$ cat src/rtl/cpu_bus_serializer_if.sv
// ---------------------------------------------------------------------------
// cpu_bus_serializer_if
// Groups the CPU request/response port and the narrow pin bus of the
// cpu_bus_serializer bridge.
//
// Signals
//   req_valid/req_ready   request handshake (CPU -> bridge)
//   req_we/addr/wdata     request payload
//   rsp_valid/err/rdata   single-cycle response (bridge -> CPU)
//   pin_out/oe/frame      beat data, pad enables, CMD-beat marker (to pads)
//   pin_in/pin_ack        beat data and done strobe (from pads)
//
// Handshake: a request transfers on a rising edge where req_valid and
// req_ready are both high. The bridge raises req_ready only while idle and
// does not look at req_we/req_addr/req_wdata on any other cycle. Responses
// have no backpressure: rsp_valid is a one-cycle pulse that the CPU must
// take when it appears.
// ---------------------------------------------------------------------------
interface cpu_bus_serializer_if #(
  parameter int ADDR_W = 32,
  parameter int DATA_W = 32,
  parameter int PIN_W  = 8
);
  logic              req_valid;
  logic              req_ready;
  logic              req_we;
  logic [ADDR_W-1:0] req_addr;
  logic [DATA_W-1:0] req_wdata;
  logic              rsp_valid;
  logic              rsp_err;
  logic [DATA_W-1:0] rsp_rdata;
  logic [PIN_W-1:0]  pin_out;
  logic [PIN_W-1:0]  pin_oe;
  logic              pin_frame;
  logic [PIN_W-1:0]  pin_in;
  logic              pin_ack;

  // CPU plus pad side: drives requests and incoming pin values.
  modport master (
    output req_valid, req_we, req_addr, req_wdata, pin_in, pin_ack,
    input  req_ready, rsp_valid, rsp_err, rsp_rdata, pin_out, pin_oe, pin_frame
  );

  // Bridge side.
  modport slave (
    input  req_valid, req_we, req_addr, req_wdata, pin_in, pin_ack,
    output req_ready, rsp_valid, rsp_err, rsp_rdata, pin_out, pin_oe, pin_frame
  );
endinterface

$ cat src/rtl/cpu_bus_serializer.sv
// ---------------------------------------------------------------------------
// cpu_bus_serializer
// Bridges a parallel CPU memory request onto a narrow bidirectional pin bus.
// Each transfer is framed as one CMD beat, ceil(ADDR_W/PIN_W) address beats,
// then either ceil(DATA_W/PIN_W) write-data beats before waiting for
// pin_ack, or a wait for pin_ack followed by the same number of read-data
// beats. All beats are LSB-first. A missing ack ends the wait after TIMEOUT
// cycles with an error response.
//
// Ports
//   i_clk     clock, rising edge
//   i_rst     synchronous active-high reset
//   io_bus    request/response and pin bus signals (slave modport)
//   o_state   current FSM state, for observation
// ---------------------------------------------------------------------------
module cpu_bus_serializer #(
  parameter int ADDR_W  = 32,
  parameter int DATA_W  = 32,
  parameter int PIN_W   = 8,
  parameter int TIMEOUT = 16
) (
  input  logic                 i_clk,
  input  logic                 i_rst,
  cpu_bus_serializer_if.slave  io_bus,
  output logic [2:0]           o_state
);

  localparam int AB   = (ADDR_W + PIN_W - 1) / PIN_W;
  localparam int DB   = (DATA_W + PIN_W - 1) / PIN_W;
  localparam int MAXB = (AB > DB) ? AB : DB;
  localparam int BW   = (MAXB > 1) ? $clog2(MAXB) : 1;
  localparam int WW   = (TIMEOUT > 1) ? $clog2(TIMEOUT) : 1;

  localparam logic [BW-1:0] AB_LAST = BW'(AB - 1);
  localparam logic [BW-1:0] DB_LAST = BW'(DB - 1);
  localparam logic [WW-1:0] TO_LAST = WW'(TIMEOUT - 1);

  typedef enum logic [2:0] {
    S_IDLE  = 3'd0,
    S_CMD   = 3'd1,
    S_ADDR  = 3'd2,
    S_WDATA = 3'd3,
    S_WAIT  = 3'd4,
    S_RDATA = 3'd5,
    S_RESP  = 3'd6
  } state_t;

  state_t                r_state;
  state_t                w_state_next;
  logic                  r_we;
  logic [AB*PIN_W-1:0]   r_addr_sh;
  logic [DB*PIN_W-1:0]   r_wdata_sh;
  logic [DB*PIN_W-1:0]   r_rd_sh;
  logic [DATA_W-1:0]     r_rdata;
  logic                  r_err;
  logic [BW-1:0]         r_beat;
  logic [WW-1:0]         r_wcnt;

  logic [AB*PIN_W-1:0]   w_addr_ext;
  logic [DB*PIN_W-1:0]   w_wdata_ext;
  logic [DB*PIN_W-1:0]   w_rd_next;
  logic                  w_timeout;
  logic                  w_req_ready;
  logic                  w_rsp_valid;
  logic [PIN_W-1:0]      w_pin_out;
  logic [PIN_W-1:0]      w_pin_oe;
  logic                  w_pin_frame;

  // Zero-extend the payload to whole beats so the top beat is zero-padded.
  // Read beats enter at the top and move down, so after DB beats beat 0
  // lands in the least significant PIN_W bits; bits above DATA_W are dropped.
  always_comb begin
    w_addr_ext                 = '0;
    w_addr_ext[ADDR_W-1:0]     = io_bus.req_addr;
    w_wdata_ext                = '0;
    w_wdata_ext[DATA_W-1:0]    = io_bus.req_wdata;
    w_rd_next                  = r_rd_sh >> PIN_W;
    w_rd_next[DB*PIN_W-1 -: PIN_W] = io_bus.pin_in;
  end

  assign w_timeout = (r_wcnt == TO_LAST);

  // State register.
  always_ff @(posedge i_clk) begin
    if (i_rst) r_state <= S_IDLE;
    else       r_state <= w_state_next;
  end

  // Next state and Moore outputs. Outputs are forced to their reset values
  // while i_rst is high so the pads are released in the reset cycle itself.
  always_comb begin
    w_state_next = r_state;
    w_req_ready  = 1'b0;
    w_rsp_valid  = 1'b0;
    w_pin_out    = '0;
    w_pin_oe     = '0;
    w_pin_frame  = 1'b0;
    case (r_state)
      S_IDLE: begin
        w_req_ready = 1'b1;
        if (io_bus.req_valid) w_state_next = S_CMD;
      end
      S_CMD: begin
        w_pin_out[1] = 1'b1;
        w_pin_out[0] = r_we;
        w_pin_oe     = '1;
        w_pin_frame  = 1'b1;
        w_state_next = S_ADDR;
      end
      S_ADDR: begin
        w_pin_out = r_addr_sh[PIN_W-1:0];
        w_pin_oe  = '1;
        if (r_beat == AB_LAST) w_state_next = r_we ? S_WDATA : S_WAIT;
      end
      S_WDATA: begin
        w_pin_out = r_wdata_sh[PIN_W-1:0];
        w_pin_oe  = '1;
        if (r_beat == DB_LAST) w_state_next = S_WAIT;
      end
      S_WAIT: begin
        // Ack is checked first so an ack on the last allowed cycle wins.
        if (io_bus.pin_ack)  w_state_next = r_we ? S_RESP : S_RDATA;
        else if (w_timeout)  w_state_next = S_RESP;
      end
      S_RDATA: begin
        if (r_beat == DB_LAST) w_state_next = S_RESP;
      end
      S_RESP: begin
        w_rsp_valid  = 1'b1;
        w_state_next = S_IDLE;
      end
      default: w_state_next = S_IDLE;
    endcase
    if (i_rst) begin
      w_req_ready = 1'b0;
      w_rsp_valid = 1'b0;
      w_pin_out   = '0;
      w_pin_oe    = '0;
      w_pin_frame = 1'b0;
    end
  end

  // Datapath: request latch, beat shifters, counters and response registers.
  always_ff @(posedge i_clk) begin
    if (i_rst) begin
      r_we       <= 1'b0;
      r_addr_sh  <= '0;
      r_wdata_sh <= '0;
      r_rd_sh    <= '0;
      r_rdata    <= '0;
      r_err      <= 1'b0;
      r_beat     <= '0;
      r_wcnt     <= '0;
    end else begin
      // Beat index restarts whenever the state changes.
      r_beat <= (w_state_next != r_state) ? '0 : r_beat + BW'(1);
      // Wait counter is zero on the first WAIT cycle.
      r_wcnt <= (r_state == S_WAIT) ? r_wcnt + WW'(1) : '0;
      case (r_state)
        S_IDLE: begin
          if (io_bus.req_valid) begin
            r_we       <= io_bus.req_we;
            r_addr_sh  <= w_addr_ext;
            r_wdata_sh <= w_wdata_ext;
          end
        end
        S_ADDR:  r_addr_sh  <= r_addr_sh >> PIN_W;
        S_WDATA: r_wdata_sh <= r_wdata_sh >> PIN_W;
        S_WAIT: begin
          if (io_bus.pin_ack) begin
            r_err <= 1'b0;
          end else if (w_timeout) begin
            r_err   <= 1'b1;
            r_rdata <= '0;
          end
        end
        S_RDATA: begin
          r_rd_sh <= w_rd_next;
          if (r_beat == DB_LAST) r_rdata <= w_rd_next[DATA_W-1:0];
        end
        default: ;
      endcase
    end
  end

  assign io_bus.req_ready = w_req_ready;
  assign io_bus.rsp_valid = w_rsp_valid;
  assign io_bus.rsp_err   = w_rsp_valid & r_err;
  assign io_bus.rsp_rdata = r_rdata;
  assign io_bus.pin_out   = w_pin_out;
  assign io_bus.pin_oe    = w_pin_oe;
  assign io_bus.pin_frame = w_pin_frame;
  assign o_state          = r_state;

endmodule

$ cat src/flat_wrapper.sv
// flat-port wrapper written by rule: the top's interface ports become plain ports
module cpu_bus_serializer_flat 
#(
  parameter int ADDR_W  = 32,
  parameter int DATA_W  = 32,
  parameter int PIN_W   = 8,
  parameter int TIMEOUT = 16
)
  (i_clk, i_rst, o_state, io_bus_req_valid, io_bus_req_we, io_bus_req_addr, io_bus_req_wdata, io_bus_pin_in, io_bus_pin_ack, io_bus_req_ready, io_bus_rsp_valid, io_bus_rsp_err, io_bus_rsp_rdata, io_bus_pin_out, io_bus_pin_oe, io_bus_pin_frame);
  cpu_bus_serializer_if #(.ADDR_W(ADDR_W), .DATA_W(DATA_W), .PIN_W(PIN_W)) io_bus_i ();
  input  logic i_clk;
  input  logic i_rst;
  output logic [2:0] o_state;
  input wire logic [$bits(io_bus_i.req_valid)-1:0] io_bus_req_valid;
  input wire logic [$bits(io_bus_i.req_we)-1:0] io_bus_req_we;
  input wire logic [$bits(io_bus_i.req_addr)-1:0] io_bus_req_addr;
  input wire logic [$bits(io_bus_i.req_wdata)-1:0] io_bus_req_wdata;
  input wire logic [$bits(io_bus_i.pin_in)-1:0] io_bus_pin_in;
  input wire logic [$bits(io_bus_i.pin_ack)-1:0] io_bus_pin_ack;
  output wire logic [$bits(io_bus_i.req_ready)-1:0] io_bus_req_ready;
  output wire logic [$bits(io_bus_i.rsp_valid)-1:0] io_bus_rsp_valid;
  output wire logic [$bits(io_bus_i.rsp_err)-1:0] io_bus_rsp_err;
  output wire logic [$bits(io_bus_i.rsp_rdata)-1:0] io_bus_rsp_rdata;
  output wire logic [$bits(io_bus_i.pin_out)-1:0] io_bus_pin_out;
  output wire logic [$bits(io_bus_i.pin_oe)-1:0] io_bus_pin_oe;
  output wire logic [$bits(io_bus_i.pin_frame)-1:0] io_bus_pin_frame;
  assign io_bus_i.req_valid = io_bus_req_valid;
  assign io_bus_i.req_we = io_bus_req_we;
  assign io_bus_i.req_addr = io_bus_req_addr;
  assign io_bus_i.req_wdata = io_bus_req_wdata;
  assign io_bus_i.pin_in = io_bus_pin_in;
  assign io_bus_i.pin_ack = io_bus_pin_ack;
  assign io_bus_req_ready = io_bus_i.req_ready;
  assign io_bus_rsp_valid = io_bus_i.rsp_valid;
  assign io_bus_rsp_err = io_bus_i.rsp_err;
  assign io_bus_rsp_rdata = io_bus_i.rsp_rdata;
  assign io_bus_pin_out = io_bus_i.pin_out;
  assign io_bus_pin_oe = io_bus_i.pin_oe;
  assign io_bus_pin_frame = io_bus_i.pin_frame;
  cpu_bus_serializer #(.ADDR_W(ADDR_W), .DATA_W(DATA_W), .PIN_W(PIN_W), .TIMEOUT(TIMEOUT)) u_core (.i_clk(i_clk), .i_rst(i_rst), .io_bus(io_bus_i), .o_state(o_state));
endmodule
$ cat config.mk
export PLATFORM = sky130hd
export DESIGN_NAME = cpu_bus_serializer_flat
export DESIGN_NICKNAME = d
export VERILOG_FILES = /design/src/rtl/cpu_bus_serializer_if.sv /design/src/rtl/cpu_bus_serializer.sv /design/src/flat_wrapper.sv
export SDC_FILE = /design/constraint.sdc
export NUM_CORES = 1
export LEC_CHECK = 0
export ABC_AREA = 1
export CAP_MARGIN = 20
export CORE_MARGIN = 5
export CORE_UTILIZATION = 45
export CTS_CLUSTER_DIAMETER = 200
export CTS_CLUSTER_SIZE = 30
export DETAILED_ROUTE_END_ITERATION = 6
export PLACE_DENSITY = 0.77
export SYNTH_ARGS = -nofsm -noshare
export SYNTH_HDL_FRONTEND = slang
export SYNTH_SLANG_ARGS = --single-unit
$ cat constraint.sdc
create_clock -name i_clk -period 3.9 [get_ports i_clk]
set_clock_uncertainty 0.1 [all_clocks]
set_input_delay 0.39 -clock i_clk [delete_from_list [all_inputs] [get_ports i_clk]]
set_output_delay 0.39 -clock i_clk [all_outputs]
set_load 0.005 [all_outputs]
; ---- Yosys cells after proc, flatten, opt, wreduce, memory -nomap -nowiden
; Index checks and enable logic that the tools add are counted.
[classes]
addsub = 2
multipliers = 0
div = 0
n_lt_le_gt_ge = 0
n_eq_ne = 13
shift = 0
muxes = 30
bitwise = 2
n_reduce_logical = 13
[op_table]
columns = op, count
row1 = 32-bit one-hot mux with 2 select lines, 3
row2 = 32-bit 2-to-1 mux, 5
row3 = 8-bit 2-to-1 mux, 3
row4 = 3-bit 2-to-1 mux, 7
row5 = 3-bit one-hot mux with 6 select lines, 1
row6 = 6-bit one-hot mux with 2 select lines, 1
row7 = "3-bit == test, second input constant", 3
row8 = 1-bit 2-to-1 mux, 8
row9 = 2-bit AND reduction, 4
row10 = 2-bit nonzero test, 4
row11 = "3-bit by 2-bit == test with 1-bit output, second input constant", 2
row12 = 2-bit one-hot mux with 3 select lines, 1
row13 = "4-bit by 1-bit adder with 4-bit output, second input constant", 1
row14 = "4-bit == test, second input constant", 1
row15 = "2-bit by 1-bit != test with 1-bit output, second input constant", 2
row16 = "2-bit != test, second input constant", 2
row17 = 4-bit AND reduction, 1
row18 = 2-bit OR reduction, 2
row19 = "3-bit by 1-bit == test with 1-bit output, second input constant", 1
row20 = 3-bit logical NOT, 1
row21 = 3-bit != test, 1
row22 = 3-bit OR reduction, 1
row23 = "2-bit by 1-bit adder with 2-bit output, second input constant", 1
row24 = "2-bit == test, second input constant", 1
row25 = other kinds (3), 3
[totals]
ff_bits = 139
latch_bits = 0
ramBits = 0
romBits = 0
elab_cells = 69
mem_count = 0

; ---- Longest topological paths before layout
[depth]
depth_word = 6
depth_mapped = 11
depth_no_buf = 10

; ---- Least setup slack after synthesis
; Ideal clock, no wire load.
[synth_path]
path_type = input -> output
from = input i_rst
to = output io_bus_pin_oe[1]
t_arrival_ps = 1554
setup_slack_ps = 1856
path_stages = 4
path_cell_list = buf_2 > buf_1 > nor3_1 > buf_4
[synth_between]
elab_chain_cells = 1
[synth_rtl]
columns = element, line_no
row1 = "start, declared", flat_wrapper.sv:12  ; input logic i_rst;
row2 = 8-bit 2-to-1 mux, cpu_bus_serializer.sv:134  ; if (i_rst) begin
row3 = "end, declared", flat_wrapper.sv:25  ; output wire logic [$bits(io_bus_i.pin_oe)-1:0] io_bus_pin_oe;
; No other way between the ends.

; ---- Final worst setup path
[layout_path]
from = register u_core.r_state[2], in the netlist u_core.o_state[2]
to = output io_bus_pin_out[0]
[layout_between]
elab_chain_cells = 3
elab_cells_between_ends = 5
cone_classes = eq/ne: 3 / mux: 2
[layout_rtl]
columns = element, line_no
row1 = "start, declared", cpu_bus_serializer.sv:48  ; state_t r_state;
row2 = "start signal, assigned", cpu_bus_serializer.sv:86  ; else r_state <= w_state_next;
row3 = 3-bit by 2-bit == test with 1-bit output / 3-bit by 1-bit == test with 1-bit output (equally long branches), cpu_bus_serializer.sv:98  ; case (r_state)
row4 = 2-bit one-hot mux with 3 select lines *, cpu_bus_serializer.sv:98
row5 = 8-bit 2-to-1 mux *, cpu_bus_serializer.sv:134
row6 = "end, declared", flat_wrapper.sv:24  ; output wire logic [$bits(io_bus_i.pin_out)-1:0] io_bus_pin_out;
; Every way passes the cells marked *; elsewhere a longest branch is shown, timed or not.

==> results.md <==
- Distinct cells, synth: 34
- Worst EP required: 3.41 ns
- Synthesized Nets: 766
- Starting Density: 0.453
- Most frequent cells in the layout: nand2_1, dfxtp_1, clkdlybuf4s50_1
- # rows: 40
- Clock latency on the worst-skew pair: 0.41 ns
- DRC: 0
- Routed WL: between 10000 and 15000 um
- FILL cells: between 1000 and 1500
- Multi-input logic area: approximately 2300 um2
- Global-route wire length before repair: roughly 23000 um
- Largest net degree at the start of global routing: between 80 and 90
- Tot Pwr: around 3.5 mW
- Share of layout cells above drive strength 1: 0.0763
- Setup Viol. Count Final: 0
- Fin crit period: 3.20 ns
- Post-Syn Area: 5370 um2
- CTS tree: built
- Most common cell after layout, fill and taps aside: nand2_1
- Max-slew violations: 0
- WP data arrival: between 2 and 3 ns
- Fmax achieved: 313 MHz
- Full die area: ~14000 um2
- Vias in the first global route: about 4800
- RSZ-0062 raised after global routing: false
- Max_cap viols: 0
- Total CTS buffers: 17
- Overall Global Routing Usage: 0.193
- Congestion Overflow GR: 0
- PostCTS Resize Cnt: 0
- P_leak: 2.70 nW
- Type of the worst setup path: register to output port
- Final period utilization: 0.820
- Synth top area cells: dfxtp_1, nand2_1, a21oi_1
- Register area: 2620 um2
- CP endpoint kind: output port
- Setup Total Neg Slack: 0 ns
- #FFs+latches synth: between 100 and 150
- Via-per-instance ratio: 5.29
- Status: finished, final reports clean
- Worst Max-Slew Pin Slew: 0.720 ns
- Routed Antenna Nets: 0
- Core area: about 12000 um2
- Clock slew at reported path FFs: about 0.060 ns
- Setup Fix Bufs, Post-CTS: 0
- Hold crit path type: input port to register
- Cells after Synth: 687
- Final Net Count: roughly 870
- Syn Area/Cell: 7.82 um2
- Wire length per cell: roughly 14 um
- Worst IR Drop VDD: approximately 0.00025 V
- Final hold vios: 0
- Reg-to-reg setup timing slack: around 1.3 ns
- Boundary Pins: 132
- Top-area cell type share of the netlist area: 0.488
- P&R area growth vs syn: 33.2%
- IO buf count: ~130
- CTS H-tree depth: 4
- Sequential fraction of the synthesis area: 0.488
- Die height: about 120 um
- Post-synth EDFFs: 0
- Root buffer cell: clkbuf_16
- Crit path launch type: register
- Relative slew slack: 0.519
- CP Max Fanout: 33
- Number of antenna diodes: 0
- Pre-Repair DR Iteration Count: 5
- DR iter-0 viols: 371
- Leading area contributor after synthesis: dfxtp_1
- Hold_buf cts: 0
- Pwr per Cell Area: between 400 and 500 nW/um2
- Clock sink total: roughly 130
- Initial antenna violation count: 0
- Deepest clock path buffer count: 2
- Post-synth ARST share: 0
- Ys flop type: dfxtp_1
- Vias post-DR: approximately 5000
- DP HPWL: 9360 um
- RePlAce Congestion: roughly 0.81
- Yosys warning count: 0
- Die Wd: ~120 um
cells by family after synthesis:
family	Yosys count	share of synthesized area
fa+ha+maj	2	0.00466
flops	131	0.488
buf+inv	72	0.0771
simple gates	270	0.215
compound gates	212	0.216
sequential cells by signal, summed over array words and instances, names as in the netlist:
| register | cells |
|---|---|
| u_core.r_rd_sh | 24 |
| u_core.r_beat | 2 |
| u_core.o_state | 3 |
| u_core.r_we | 1 |
| u_core.r_err | 1 |
| u_core.r_addr_sh | 32 |
| u_core.io_bus.rsp_rdata | 32 |
| u_core.r_wdata_sh | 32 |
| u_core.r_wcnt | 4 |
metal layers:
| metal | vias to the layer above | wire [um] | track usage | part of all wire |
|---|---|---|---|---|
| met4 | 0 | 221 | 0.0702 | 0.016 |
| met1 | 2309 | 6230 | 0.255 | 0.46 |
| li1 | 2498 | - | - | - |
| met2 | 178 | 6370 | 0.304 | 0.47 |
| met5 | - | 0 | 0 | 0 |
| met3 | 24 | 821 | 0.0484 | 0.060 |
per-stage QoR:
step / instance area (um2) / hold WS (ns) / util / instances / setup WS, ns
final: 7160 / 0.276 / 0.604 / 946 / 0.702
after global routing: 7160 / 0.267 / 0.604 / 946 / 0.481
after CTS: 7160 / 0.258 / 0.604 / 946 / 0.653
after detailed placement: 6550 / 0.316 / 0.553 / 914 / 1.11
after global placement: 6550 / 0.308 / 0.553 / 914 / 1.17
after floorplan: 5370 / 0.298 / - / 687 / 1.86
synthesized netlist by cell type (9+ instances only):
cell        n
buf_2      20
o21ai_1    14
clkbuf_1   13
inv_1       9
o21ai_0    70
nor2_1     46
a31oi_1    48
nand2_1   199
buf_4      14
a21oi_1    71
dfxtp_1   131
final cells by class:
type / instances / share of cell area
Sequential cell: 131 / 0.366
Multi-Input combinational cell: 484 / 0.326
Timing Repair Buffer: 135 / 0.187
Clock buffer: 18 / 0.0599
Tap cell: 147 / 0.0257
Clock inverter: 14 / 0.0246
Inverter: 17 / 0.0103
worst paths after layout:
check | from | depth (start not counted) | endpoint
min | i_rst | 2 | u_core.r_err$_SDFFE_PP0P_
max reg2reg | u_core.o_state[2]$_SDFF_PP0_ | 7 | u_core.io_bus.rsp_rdata[16]$_SDFFE_PP0P_
max | u_core.o_state[2]$_SDFF_PP0_ | 8 | io_bus_pin_out[0]
min reg2reg | u_core.r_beat[0]$_SDFF_PP0_ | 1 | u_core.r_beat[0]$_SDFF_PP0_
worst max-delay path, cell delays in order, from the launching register on:
cell             delay, ns
dfxtp_1               0.50
nor2_8                0.24
nand2_4               0.19
inv_2                 0.49
a22oi_1               0.18
nand2_1               0.10
nand2_1               0.05
inv_1                 0.05
clkdlybuf4s50_1       0.49
report_power, final:
part / total [mW] / internal [mW] / switching, mW
clock network: 1.61 / 1.01 / 0.602
registers: 1.48 / 1.43 / 0.0526
logic: 0.374 / 0.168 / 0.206
(Power assumes the default switching activity.)
